--- config.mk ---
export PLATFORM = sky130hd
export DESIGN_NAME = pc_unit_flat
export DESIGN_NICKNAME = d
export VERILOG_FILES = /design/src/rtl/pc_unit_pkg.sv /design/src/rtl/pc_unit_if.sv /design/src/rtl/pc_unit_npc_mux.sv /design/src/rtl/pc_unit.sv /design/src/flat_wrapper.sv
export SDC_FILE = /design/constraint.sdc
export NUM_CORES = 1
export LEC_CHECK = 0
export CAP_MARGIN = 40
export CORE_ASPECT_RATIO = 0.9
export CORE_MARGIN = 2
export CORE_UTILIZATION = 28
export CTS_CLUSTER_DIAMETER = 200
export DETAILED_ROUTE_END_ITERATION = 10
export GPL_ROUTABILITY_DRIVEN = 0
export GPL_TIMING_DRIVEN = 0
export PLACE_DENSITY = 0.55
export SYNTH_ARGS = -nofsm -noshare
export SYNTH_HDL_FRONTEND = slang
export SYNTH_HIERARCHICAL = 1
export SYNTH_SLANG_ARGS = --single-unit
--- constraint.sdc ---
create_clock -name clk -period 5.55 [get_ports clk]
set_input_delay 0.555 -clock clk [delete_from_list [all_inputs] [get_ports clk]]
set_output_delay 0.555 -clock clk [all_outputs]
set_load 0.01 [all_outputs]
--- src/rtl/pc_unit_pkg.sv ---
// ---------------------------------------------------------------------------
// pc_unit_pkg
//   Shared definitions for the program-counter unit, the pipeline controller
//   and CP0: next-PC select codes and the default reset / exception vectors.
// ---------------------------------------------------------------------------
package pc_unit_pkg;

    // Next-PC source select driven by the decode/controller stage.
    typedef enum logic [1:0] {
        NPC_SEQ    = 2'd0,   // pc + 4, no redirect
        NPC_BRANCH = 2'd1,   // taken conditional branch
        NPC_JUMP   = 2'd2,   // j / jal
        NPC_REG    = 2'd3    // jr / jalr
    } npc_sel_e;

    // Default PC after reset; also the instruction-memory base address.
    localparam logic [31:0] PC_RESET_ADDR = 32'h0000_3000;

    // Default exception / interrupt handler entry point.
    localparam logic [31:0] PC_EXC_ENTRY  = 32'h0000_4180;

endpackage : pc_unit_pkg

--- src/rtl/pc_unit_if.sv ---
// ---------------------------------------------------------------------------
// pc_unit_if
//   Bundles the control and address signals exchanged between the pipeline
//   controller / CP0 (master) and the program-counter unit (slave).
//
//   master -> slave : stall, npc_sel, branch_target, jump_target, reg_target,
//                     exc_req, eret_req, epc
//   slave -> master : pc, pc_plus4, im_index, addr_exc, pending
// ---------------------------------------------------------------------------
interface pc_unit_if
    import pc_unit_pkg::*;
#(
    parameter int ADDR_W = 32,
    parameter int IDX_W  = 12
);

    logic              stall;
    npc_sel_e          npc_sel;
    logic [ADDR_W-1:0] branch_target;
    logic [ADDR_W-1:0] jump_target;
    logic [ADDR_W-1:0] reg_target;
    logic              exc_req;
    logic              eret_req;
    logic [ADDR_W-1:0] epc;

    logic [ADDR_W-1:0] pc;
    logic [ADDR_W-1:0] pc_plus4;
    logic [IDX_W-1:0]  im_index;
    logic              addr_exc;
    logic              pending;

    // Controller / CP0 side.
    modport master (
        output stall, npc_sel, branch_target, jump_target, reg_target,
               exc_req, eret_req, epc,
        input  pc, pc_plus4, im_index, addr_exc, pending
    );

    // Program-counter unit side.
    modport slave (
        input  stall, npc_sel, branch_target, jump_target, reg_target,
               exc_req, eret_req, epc,
        output pc, pc_plus4, im_index, addr_exc, pending
    );

endinterface : pc_unit_if

--- src/rtl/pc_unit_npc_mux.sv ---
// ---------------------------------------------------------------------------
// npc_mux
//   Combinational next-PC target select.
//
//   npc_sel        in   select code (SEQ / BRANCH / JUMP / REG)
//   branch_target  in   taken-branch address
//   jump_target    in   j / jal address
//   reg_target     in   jr / jalr address
//   target         out  selected redirect address (zero when SEQ)
//   is_redirect    out  npc_sel requests a redirect
// ---------------------------------------------------------------------------
module npc_mux
    import pc_unit_pkg::*;
#(
    parameter int ADDR_W = 32
) (
    input  npc_sel_e          npc_sel,
    input  logic [ADDR_W-1:0] branch_target,
    input  logic [ADDR_W-1:0] jump_target,
    input  logic [ADDR_W-1:0] reg_target,
    output logic [ADDR_W-1:0] target,
    output logic              is_redirect
);

    always_comb begin
        // NOTE: every output of a combinational block gets a default before
        // the case, so no path leaves it unassigned and no latch is inferred.
        target      = '0;
        is_redirect = 1'b0;
        case (npc_sel)
            NPC_BRANCH: begin
                target      = branch_target;
                is_redirect = 1'b1;
            end
            NPC_JUMP: begin
                target      = jump_target;
                is_redirect = 1'b1;
            end
            NPC_REG: begin
                target      = reg_target;
                is_redirect = 1'b1;
            end
            default: ;  // NPC_SEQ: no redirect
        endcase
    end

endmodule : npc_mux

--- src/rtl/pc_unit.sv ---
// ---------------------------------------------------------------------------
// pc_unit
//   Program counter for the pipelined MIPS core. Holds the fetch address and
//   picks the next PC from sequential, branch, jump, register, exception and
//   eret sources. A redirect that arrives while the pipe is stalled is parked
//   and applied on the first non-stalled edge.
//
//   Parameters
//     ADDR_W      address width
//     RESET_ADDR  PC after reset and instruction-memory base
//     EXC_ENTRY   exception handler entry
//     IM_DEPTH    instruction-memory size in words (legal fetch range)
//     IDX_W       IM word-index width, 2**IDX_W >= IM_DEPTH
//
//   Ports
//     clk    in   clock, rising edge
//     reset  in   asynchronous active-low reset
//     bus    slave side of pc_unit_if (controls in; pc, pc_plus4, im_index,
//            addr_exc, pending out)
// ---------------------------------------------------------------------------
module pc_unit
    import pc_unit_pkg::*;
#(
    parameter int                ADDR_W     = 32,
    parameter logic [ADDR_W-1:0] RESET_ADDR = ADDR_W'(PC_RESET_ADDR),
    parameter logic [ADDR_W-1:0] EXC_ENTRY  = ADDR_W'(PC_EXC_ENTRY),
    parameter int                IM_DEPTH   = 4096,
    parameter int                IDX_W      = 12
) (
    input logic       clk,
    input logic       reset,
    pc_unit_if.slave  bus
);

    // One past the last legal fetch byte address; one extra bit so the
    // bound cannot overflow when the IM sits at the top of the address map.
    localparam logic [ADDR_W:0] IM_LIMIT =
        {1'b0, RESET_ADDR} + (ADDR_W+1)'(4 * IM_DEPTH);

    logic [ADDR_W-1:0] pc_q, pc_d;
    logic              pending_q, pending_d;
    logic [ADDR_W-1:0] pending_addr_q, pending_addr_d;

    logic [ADDR_W-1:0] target;
    logic              is_redirect;

    npc_mux #(
        .ADDR_W (ADDR_W)
    ) u_npc_mux (
        .npc_sel       (bus.npc_sel),
        .branch_target (bus.branch_target),
        .jump_target   (bus.jump_target),
        .reg_target    (bus.reg_target),
        .target        (target),
        .is_redirect   (is_redirect)
    );

    // Next-state selection, highest priority first. Exception and eret act
    // even under stall and discard any parked redirect.
    always_comb begin
        pc_d           = pc_q;
        pending_d      = pending_q;
        pending_addr_d = pending_addr_q;

        if (bus.exc_req) begin
            pc_d      = EXC_ENTRY;
            pending_d = 1'b0;
        end else if (bus.eret_req) begin
            pc_d      = bus.epc;
            pending_d = 1'b0;
        end else if (bus.stall) begin
            // Hold the PC; the newest redirect seen during the stall wins.
            if (is_redirect) begin
                pending_addr_d = target;
                pending_d      = 1'b1;
            end
        end else if (is_redirect) begin
            // A live redirect is younger than anything parked.
            pc_d      = target;
            pending_d = 1'b0;
        end else if (pending_q) begin
            pc_d      = pending_addr_q;
            pending_d = 1'b0;
        end else begin
            pc_d = pc_q + ADDR_W'(4);
        end
    end

    // NOTE: sequential state uses non-blocking assignments so every register
    // samples its pre-edge inputs regardless of statement order.
    always_ff @(posedge clk or negedge reset) begin
        if (!reset) begin
            pc_q           <= RESET_ADDR;
            pending_q      <= 1'b0;
            pending_addr_q <= '0;
        end else begin
            pc_q           <= pc_d;
            pending_q      <= pending_d;
            pending_addr_q <= pending_addr_d;
        end
    end

    assign bus.pc       = pc_q;
    assign bus.pc_plus4 = pc_q + ADDR_W'(4);
    assign bus.pending  = pending_q;

    // Word offset from the IM base, wrapping below the base, then truncated.
    assign bus.im_index = IDX_W'((pc_q - RESET_ADDR) >> 2);

    // The PC still loads a faulting address; CP0 decides what to do with it.
    assign bus.addr_exc = (pc_q[1:0] != 2'b00)
                        || (pc_q < RESET_ADDR)
                        || ({1'b0, pc_q} >= IM_LIMIT);

endmodule : pc_unit

--- src/flat_wrapper.sv ---
// flat-port wrapper written by rule: the top's interface ports become plain ports
module pc_unit_flat import pc_unit_pkg::*;
#(
    parameter int                ADDR_W     = 32,
    parameter logic [ADDR_W-1:0] RESET_ADDR = ADDR_W'(PC_RESET_ADDR),
    parameter logic [ADDR_W-1:0] EXC_ENTRY  = ADDR_W'(PC_EXC_ENTRY),
    parameter int                IM_DEPTH   = 4096,
    parameter int                IDX_W      = 12
)
  (clk, reset, bus_stall, bus_npc_sel, bus_branch_target, bus_jump_target, bus_reg_target, bus_exc_req, bus_eret_req, bus_epc, bus_pc, bus_pc_plus4, bus_im_index, bus_addr_exc, bus_pending);
  pc_unit_if #(.ADDR_W(ADDR_W), .IDX_W(IDX_W)) bus_i ();
  input logic clk;
  input logic reset;
  input wire logic [$bits(bus_i.stall)-1:0] bus_stall;
  input wire logic [$bits(bus_i.npc_sel)-1:0] bus_npc_sel;
  input wire logic [$bits(bus_i.branch_target)-1:0] bus_branch_target;
  input wire logic [$bits(bus_i.jump_target)-1:0] bus_jump_target;
  input wire logic [$bits(bus_i.reg_target)-1:0] bus_reg_target;
  input wire logic [$bits(bus_i.exc_req)-1:0] bus_exc_req;
  input wire logic [$bits(bus_i.eret_req)-1:0] bus_eret_req;
  input wire logic [$bits(bus_i.epc)-1:0] bus_epc;
  output wire logic [$bits(bus_i.pc)-1:0] bus_pc;
  output wire logic [$bits(bus_i.pc_plus4)-1:0] bus_pc_plus4;
  output wire logic [$bits(bus_i.im_index)-1:0] bus_im_index;
  output wire logic [$bits(bus_i.addr_exc)-1:0] bus_addr_exc;
  output wire logic [$bits(bus_i.pending)-1:0] bus_pending;
  assign bus_i.stall = bus_stall;
  assign bus_i.npc_sel = bus_npc_sel;
  assign bus_i.branch_target = bus_branch_target;
  assign bus_i.jump_target = bus_jump_target;
  assign bus_i.reg_target = bus_reg_target;
  assign bus_i.exc_req = bus_exc_req;
  assign bus_i.eret_req = bus_eret_req;
  assign bus_i.epc = bus_epc;
  assign bus_pc = bus_i.pc;
  assign bus_pc_plus4 = bus_i.pc_plus4;
  assign bus_im_index = bus_i.im_index;
  assign bus_addr_exc = bus_i.addr_exc;
  assign bus_pending = bus_i.pending;
  pc_unit #(.ADDR_W(ADDR_W), .RESET_ADDR(RESET_ADDR), .EXC_ENTRY(EXC_ENTRY), .IM_DEPTH(IM_DEPTH), .IDX_W(IDX_W)) u_core (.clk(clk), .reset(reset), .bus(bus_i));
endmodule
After elaboration in Yosys (flattened, before gate mapping)
Index checks and enable logic that the tools add are counted. W data, S select, Z words.

Add/subtract/negate cells: 2. Magnitude comparators: 2. Equality and inequality tests: 5. Mux-type cells: 11. Bitwise gates (word level): 2. Reductions and logical operators: 5.

Operators with widths (number): $mux W32 (5); $pmux W32 S3 (1); $add A32 B3 Y32 const B (1); $ge A32 B15 Y1 const B (1); $lt A32 B14 Y1 const B (1); $sub A14 B14 Y14 const B (1); $mux W1 (5); $eq A2 B2 Y1 const B (2); $ne A4 B1 Y1 const B (1); $reduce_and A4 Y1 (1); $ne A3 B1 Y1 const B (1); $reduce_or A3 Y1 (1); $eq A2 B1 Y1 const B (1); $logic_or A1 B1 Y1 (2); $not A1 Y1 (2); $reduce_bool A2 Y1 (1).

Bits in registers: 65. Input bits: 135. Output and inout port bits: 78.

Logic depth before layout (Yosys ltp)
Depth in word-level cells: 7. Mapped depth: 11.

By module
The synthesis kept the hierarchy.

By module, submodules not included: pc_unit (instances 1, cells an instance 467, area an instance 4236.6 µm², sequential area each 1629.1 µm²); npc_mux (instances 1, cells an instance 78, area an instance 902.1 µm², sequential area each 0.0 µm²).

Worst setup path after synthesis
No wires, ideal clock.

Kind: flip-flop to output port. From: register u_core.pc_q[4] (netlist: u_core/bus.pc[4]). To: output port bus_pc_plus4[31]. Arrival time: 2.014 ns. Required time: 4.995 ns. Slack: 2.981 ns. Cell stages (with the launch flop): 6. Buffers on the path: 0. Cell sequence: dfrtp_1 -> nand4_4 -> or4_4 -> or4_4 -> xor2_1 -> inv_1.

Cells in the longest elaborated chain, start to end: 1.

Ends and longest elaborated chain: from (decl) (line pc_unit.sv:40) `logic [ADDR_W-1:0] pc_q, pc_d;`; from (signal assigned) (line pc_unit.sv:97) `pc_q <= pc_d;`; $add A32 B3 Y32 (line pc_unit.sv:104) `assign bus.pc_plus4 = pc_q + ADDR_W'(4);`; to (decl) (line flat_wrapper.sv:23) `output wire logic [$bits(bus_i.pc_plus4)-1:0] bus_pc_plus4;`.

No other way between the ends.

Worst setup path in the final report
From: register u_core.pc_q[3] (netlist: u_core/bus.pc[3]). To: output port bus_pc_plus4[30].

The elaborated chain is that of the path after synthesis.

==> metrics.yaml <==
synth:
  yosysUniqueCellTypes: 61
  yosysTopAreaCell: "dfrtp_1"
  yosysWarnings: 6
  synth.avg_cell_area_sq_um: 9.43
  synth_edf_count: 0
  synth_flop_cell: "dfrtp_1"
  seq_area_frac_synth: 0.317
  async_flop_share: 1.00
  syn_inst: 545
  yosysTopAreaCellShare: 0.307
  syn_nets: 683
  yosys-top-cells-area: "dfrtp_1 31%, mux2_4 8.5%, mux2_2 7.7%, a22o_1 5.8%, nor2_1 3.3%"
  ys_ff_latch: 65
  netlist_area_sq_um: 5140
critical_path:
  cpLargestDelayFamily: "simple AND/OR/NAND/NOR gates"
  critPathBufInv: 2
  crit_fanout: 8
  path_cells: "ha_1, and3_1, clkbuf_1, nand4_1, nor4_1, xor2_1, clkdlybuf4s50_1"
  startpoint_type: "flip-flop"
  rrSetupSlack_ns: 2.90
  max_stage_delay_ns: 0.60
  required_ns: 4.99
  path_class: "flip-flop to output port"
  cp-end-kind: "output port"
  r2r-end: "u_core/bus.pc[30]"
  cp_slowest_cell: "clkdlybuf4s50_1"
  worstReg2RegStart: "u_core/bus.pc[3]"
  reg2reg_depth: 7
  crit_arrival_ns: 3.35
die:
  die_width_um: 147
  die_h_um: 133
  start_util: 0.289
  row_count: 46
  num_io_pins: 213
  dieArea_sq_um: 19500
  coreArea_sq_um: 17800
global_route:
  overflow: 0
  grt_pass1_wl_um: 30700
  antenna_found_initial: 0
  grt_max_degree: 36
  grt_usage: 0.203
  grt_pass1_vias: 5340
final_layout:
  multi_input_area_sq_um: 3100
  drive_above_1_share: 0.162
  syn_to_final_growth_pct: 53.4
  antennaDiodeCount: 0
  fill_cells: 1711
  ff_latch_area_sq_um: 1630
  nets: 905
drt:
  drcViolationCount: 0
  post_drt_wl_per_cell_um: 19.8
  ant_nets: 0
  drtIter0Drc: 416
  first_pass_iters: 4
  routed_via_density: 5.24
  drt-total-wl_um: 20100
  vias: 5306
placement:
  dp_hpwl_um: 16100
  portBuffers: 209
  pre_cts_ws_ns: 2.02
timing:
  fmax_mhz: 256
  hold_violations: 0
  drv_slew: 0
  max_slew.worst_pin.slew_ns: 0.667
  skew_ns: 0.00740
  final.period_utilization: 0.703
  rsz0062_at_grt: "no"
  relSlewSlack: 0.551
  setup_slack_ns: 1.65
  finalSetupTns_ns: 0
  finalSetupViolCount: 0
  finalCriticalPeriod_ns: 3.90
clock_network:
  clkTransAtPathRegs_ns: 0.06
  cts.sinks: 65
  cts.htree.levels: 3
  cts_tree: "done"
  clk_latency_ns: 0.34
  clock-root-buffer: "clkbuf_16"
  clockBufferDepth: 2
  post_cts_buffers: 0
  ctsHoldBuffers: 0
  cts_resized: 0
  cts_made_buffers: 9
power:
  switchingPower_uw: 496
  power.internal_uw: 1280
  pwr-share-seq: 0.343
  p_leak_uw: 0.00318
  finalPower_uw: 1770
  combPwrFrac: 0.301
  swShare: 0.279
  clkPwrFrac: 0.357
  power_density_nw_per_um2: 225
  peakVddDrop_v: 0.0000991
job:
  drv_cap: 0
outcome:
  status: "finished, final reports clean"
worst_hold_path:
  min_path_type: "primary input to asynchronous set/reset pin"
==> cell families (layout without fill, tap and decap cells) <==
| group | after synthesis | after routing | share of synthesized area |
|---|---|---|---|
| and+or+nand+nor | 163 | 163 | 0.169 |
| AOI/OAI and AO/OA | 154 | 154 | 0.223 |
| buffers and inverters | 72 | 299 | 0.0799 |
| muxes | 70 | 70 | 0.173 |
| DFF | 65 | 65 | 0.317 |
| xor gates and xnor gates | 18 | 18 | 0.0307 |
| adders and majority gates | 3 | 3 | 0.00731 |
==> layout by cell type, fill, tap and decap left out, types with 8 or more instances in the layout <==
cell type,n
nand3_1,12
clkbuf_16,9
dfrtp_1,63
clkdlybuf4s50_1,208
nor3_1,14
nand2_1,21
nor4_1,16
xnor2_1,10
nand4_1,9
xor2_1,8
a21oi_1,25
nor2_1,45
a221oi_1,14
or3_1,10
buf_4,13
buf_2,8
a22o_1,34
a2bb2oi_1,10
clkbuf_1,26
mux2_2,35
inv_1,15
mux2_4,29
o21ai_0,20
==> stage by stage <==
stage,cell area (sq um),std cells,util,hold slack [ns]
4_1_cts,7890,1012,0.443,0.163
3_5_place_dp,7550,996,0.425,0.497
6_report,7890,1012,0.443,0.157
2_1_floorplan,5140,545,-,0.259
3_3_place_gp,7530,994,0.423,0.489
5_1_grt,7890,1012,0.443,0.186
==> Yosys cell counts (all sizes together), types with 3 or more instances <==
| master | count |
|---|---|
| a22o | 34 |
| buf | 31 |
| a21oi | 25 |
| a2bb2oi | 10 |
| o21ai | 22 |
| and4 | 3 |
| nor4 | 16 |
| or4 | 3 |
| a31oi | 6 |
| nor3 | 14 |
| nand2 | 21 |
| o2bb2ai | 5 |
| o22ai | 4 |
| nand4 | 10 |
| and3 | 5 |
| mux2i | 6 |
| a22oi | 5 |
| clkbuf | 25 |
| mux2 | 64 |
| nor2b | 8 |
| o31a | 7 |
| inv | 15 |
| nor3b | 3 |
| or2 | 11 |
| or3 | 10 |
| nand3 | 12 |
| xor2 | 8 |
| ha | 3 |
| dfrtp | 63 |
| a221oi | 14 |
| nor2 | 45 |
| xnor2 | 10 |
==> sequential cells by signal, summed over array words and instances (netlist names) <==
signal,cells
u_core/bus.pc,32
u_core/pending_addr_q,32
u_core/bus.pending,1
==> worst reg2reg max path: stages (launching register included) <==
cell and delay, ns:
dfrtp_1 0.54, ha_1 0.28, and3_1 0.17, clkbuf_1 0.29
nand4_1 0.43, nor4_1 0.38, xor2_1 0.31, a22o_1 0.18
==> cell type report <==
class | instances | area share
inverter | 16 | 0.00762
clock inverter | 4 | 0.00952
tap | 240 | 0.0381
multi-input combinational | 408 | 0.393
timing repair buffer | 211 | 0.268
buffer | 56 | 0.0444
clock buffer | 12 | 0.0325
sequential | 65 | 0.207
==> how the worst max path moves through the flow <==
stage          slack (ns)  depth (start not counted)        startpoint                       end
2_1_floorplan        2.98                          5  u_core/bus.pc[4]          bus_pc_plus4[31]
3_3_place_gp         1.61                          1             reset  u_core/pending_addr_q[2]
3_5_place_dp         2.02                          7  u_core/bus.pc[3]          bus_pc_plus4[30]
4_1_cts              1.64                          7  u_core/bus.pc[3]          bus_pc_plus4[30]
5_1_grt              1.48                          7  u_core/bus.pc[3]          bus_pc_plus4[30]
6_report             1.65                          7  u_core/bus.pc[3]          bus_pc_plus4[30]
==> power groups by stage <==
stage | registers [uW] | clock network [uW] | logic, uW
2_1_floorplan | 607 | 0 | 261
3_3_place_gp | 614 | 0 | 525
3_5_place_dp | 616 | 0 | 533
4_1_cts | 608 | 649 | 535
5_1_grt | 618 | 666 | 573
6_report | 608 | 633 | 533
==> per-layer routing <==
| layer | vias to the layer above | part of all wire | GRT usage |
|---|---|---|---|
| met5 | - | 0 | 0 |
| met4 | 0 | 0.014 | 0.0636 |
| met3 | 20 | 0.082 | 0.0421 |
| met2 | 268 | 0.45 | 0.318 |
| met1 | 2514 | 0.45 | 0.282 |
| li1 | 2504 | - | - |
Power figures use the tool's default switching activity.
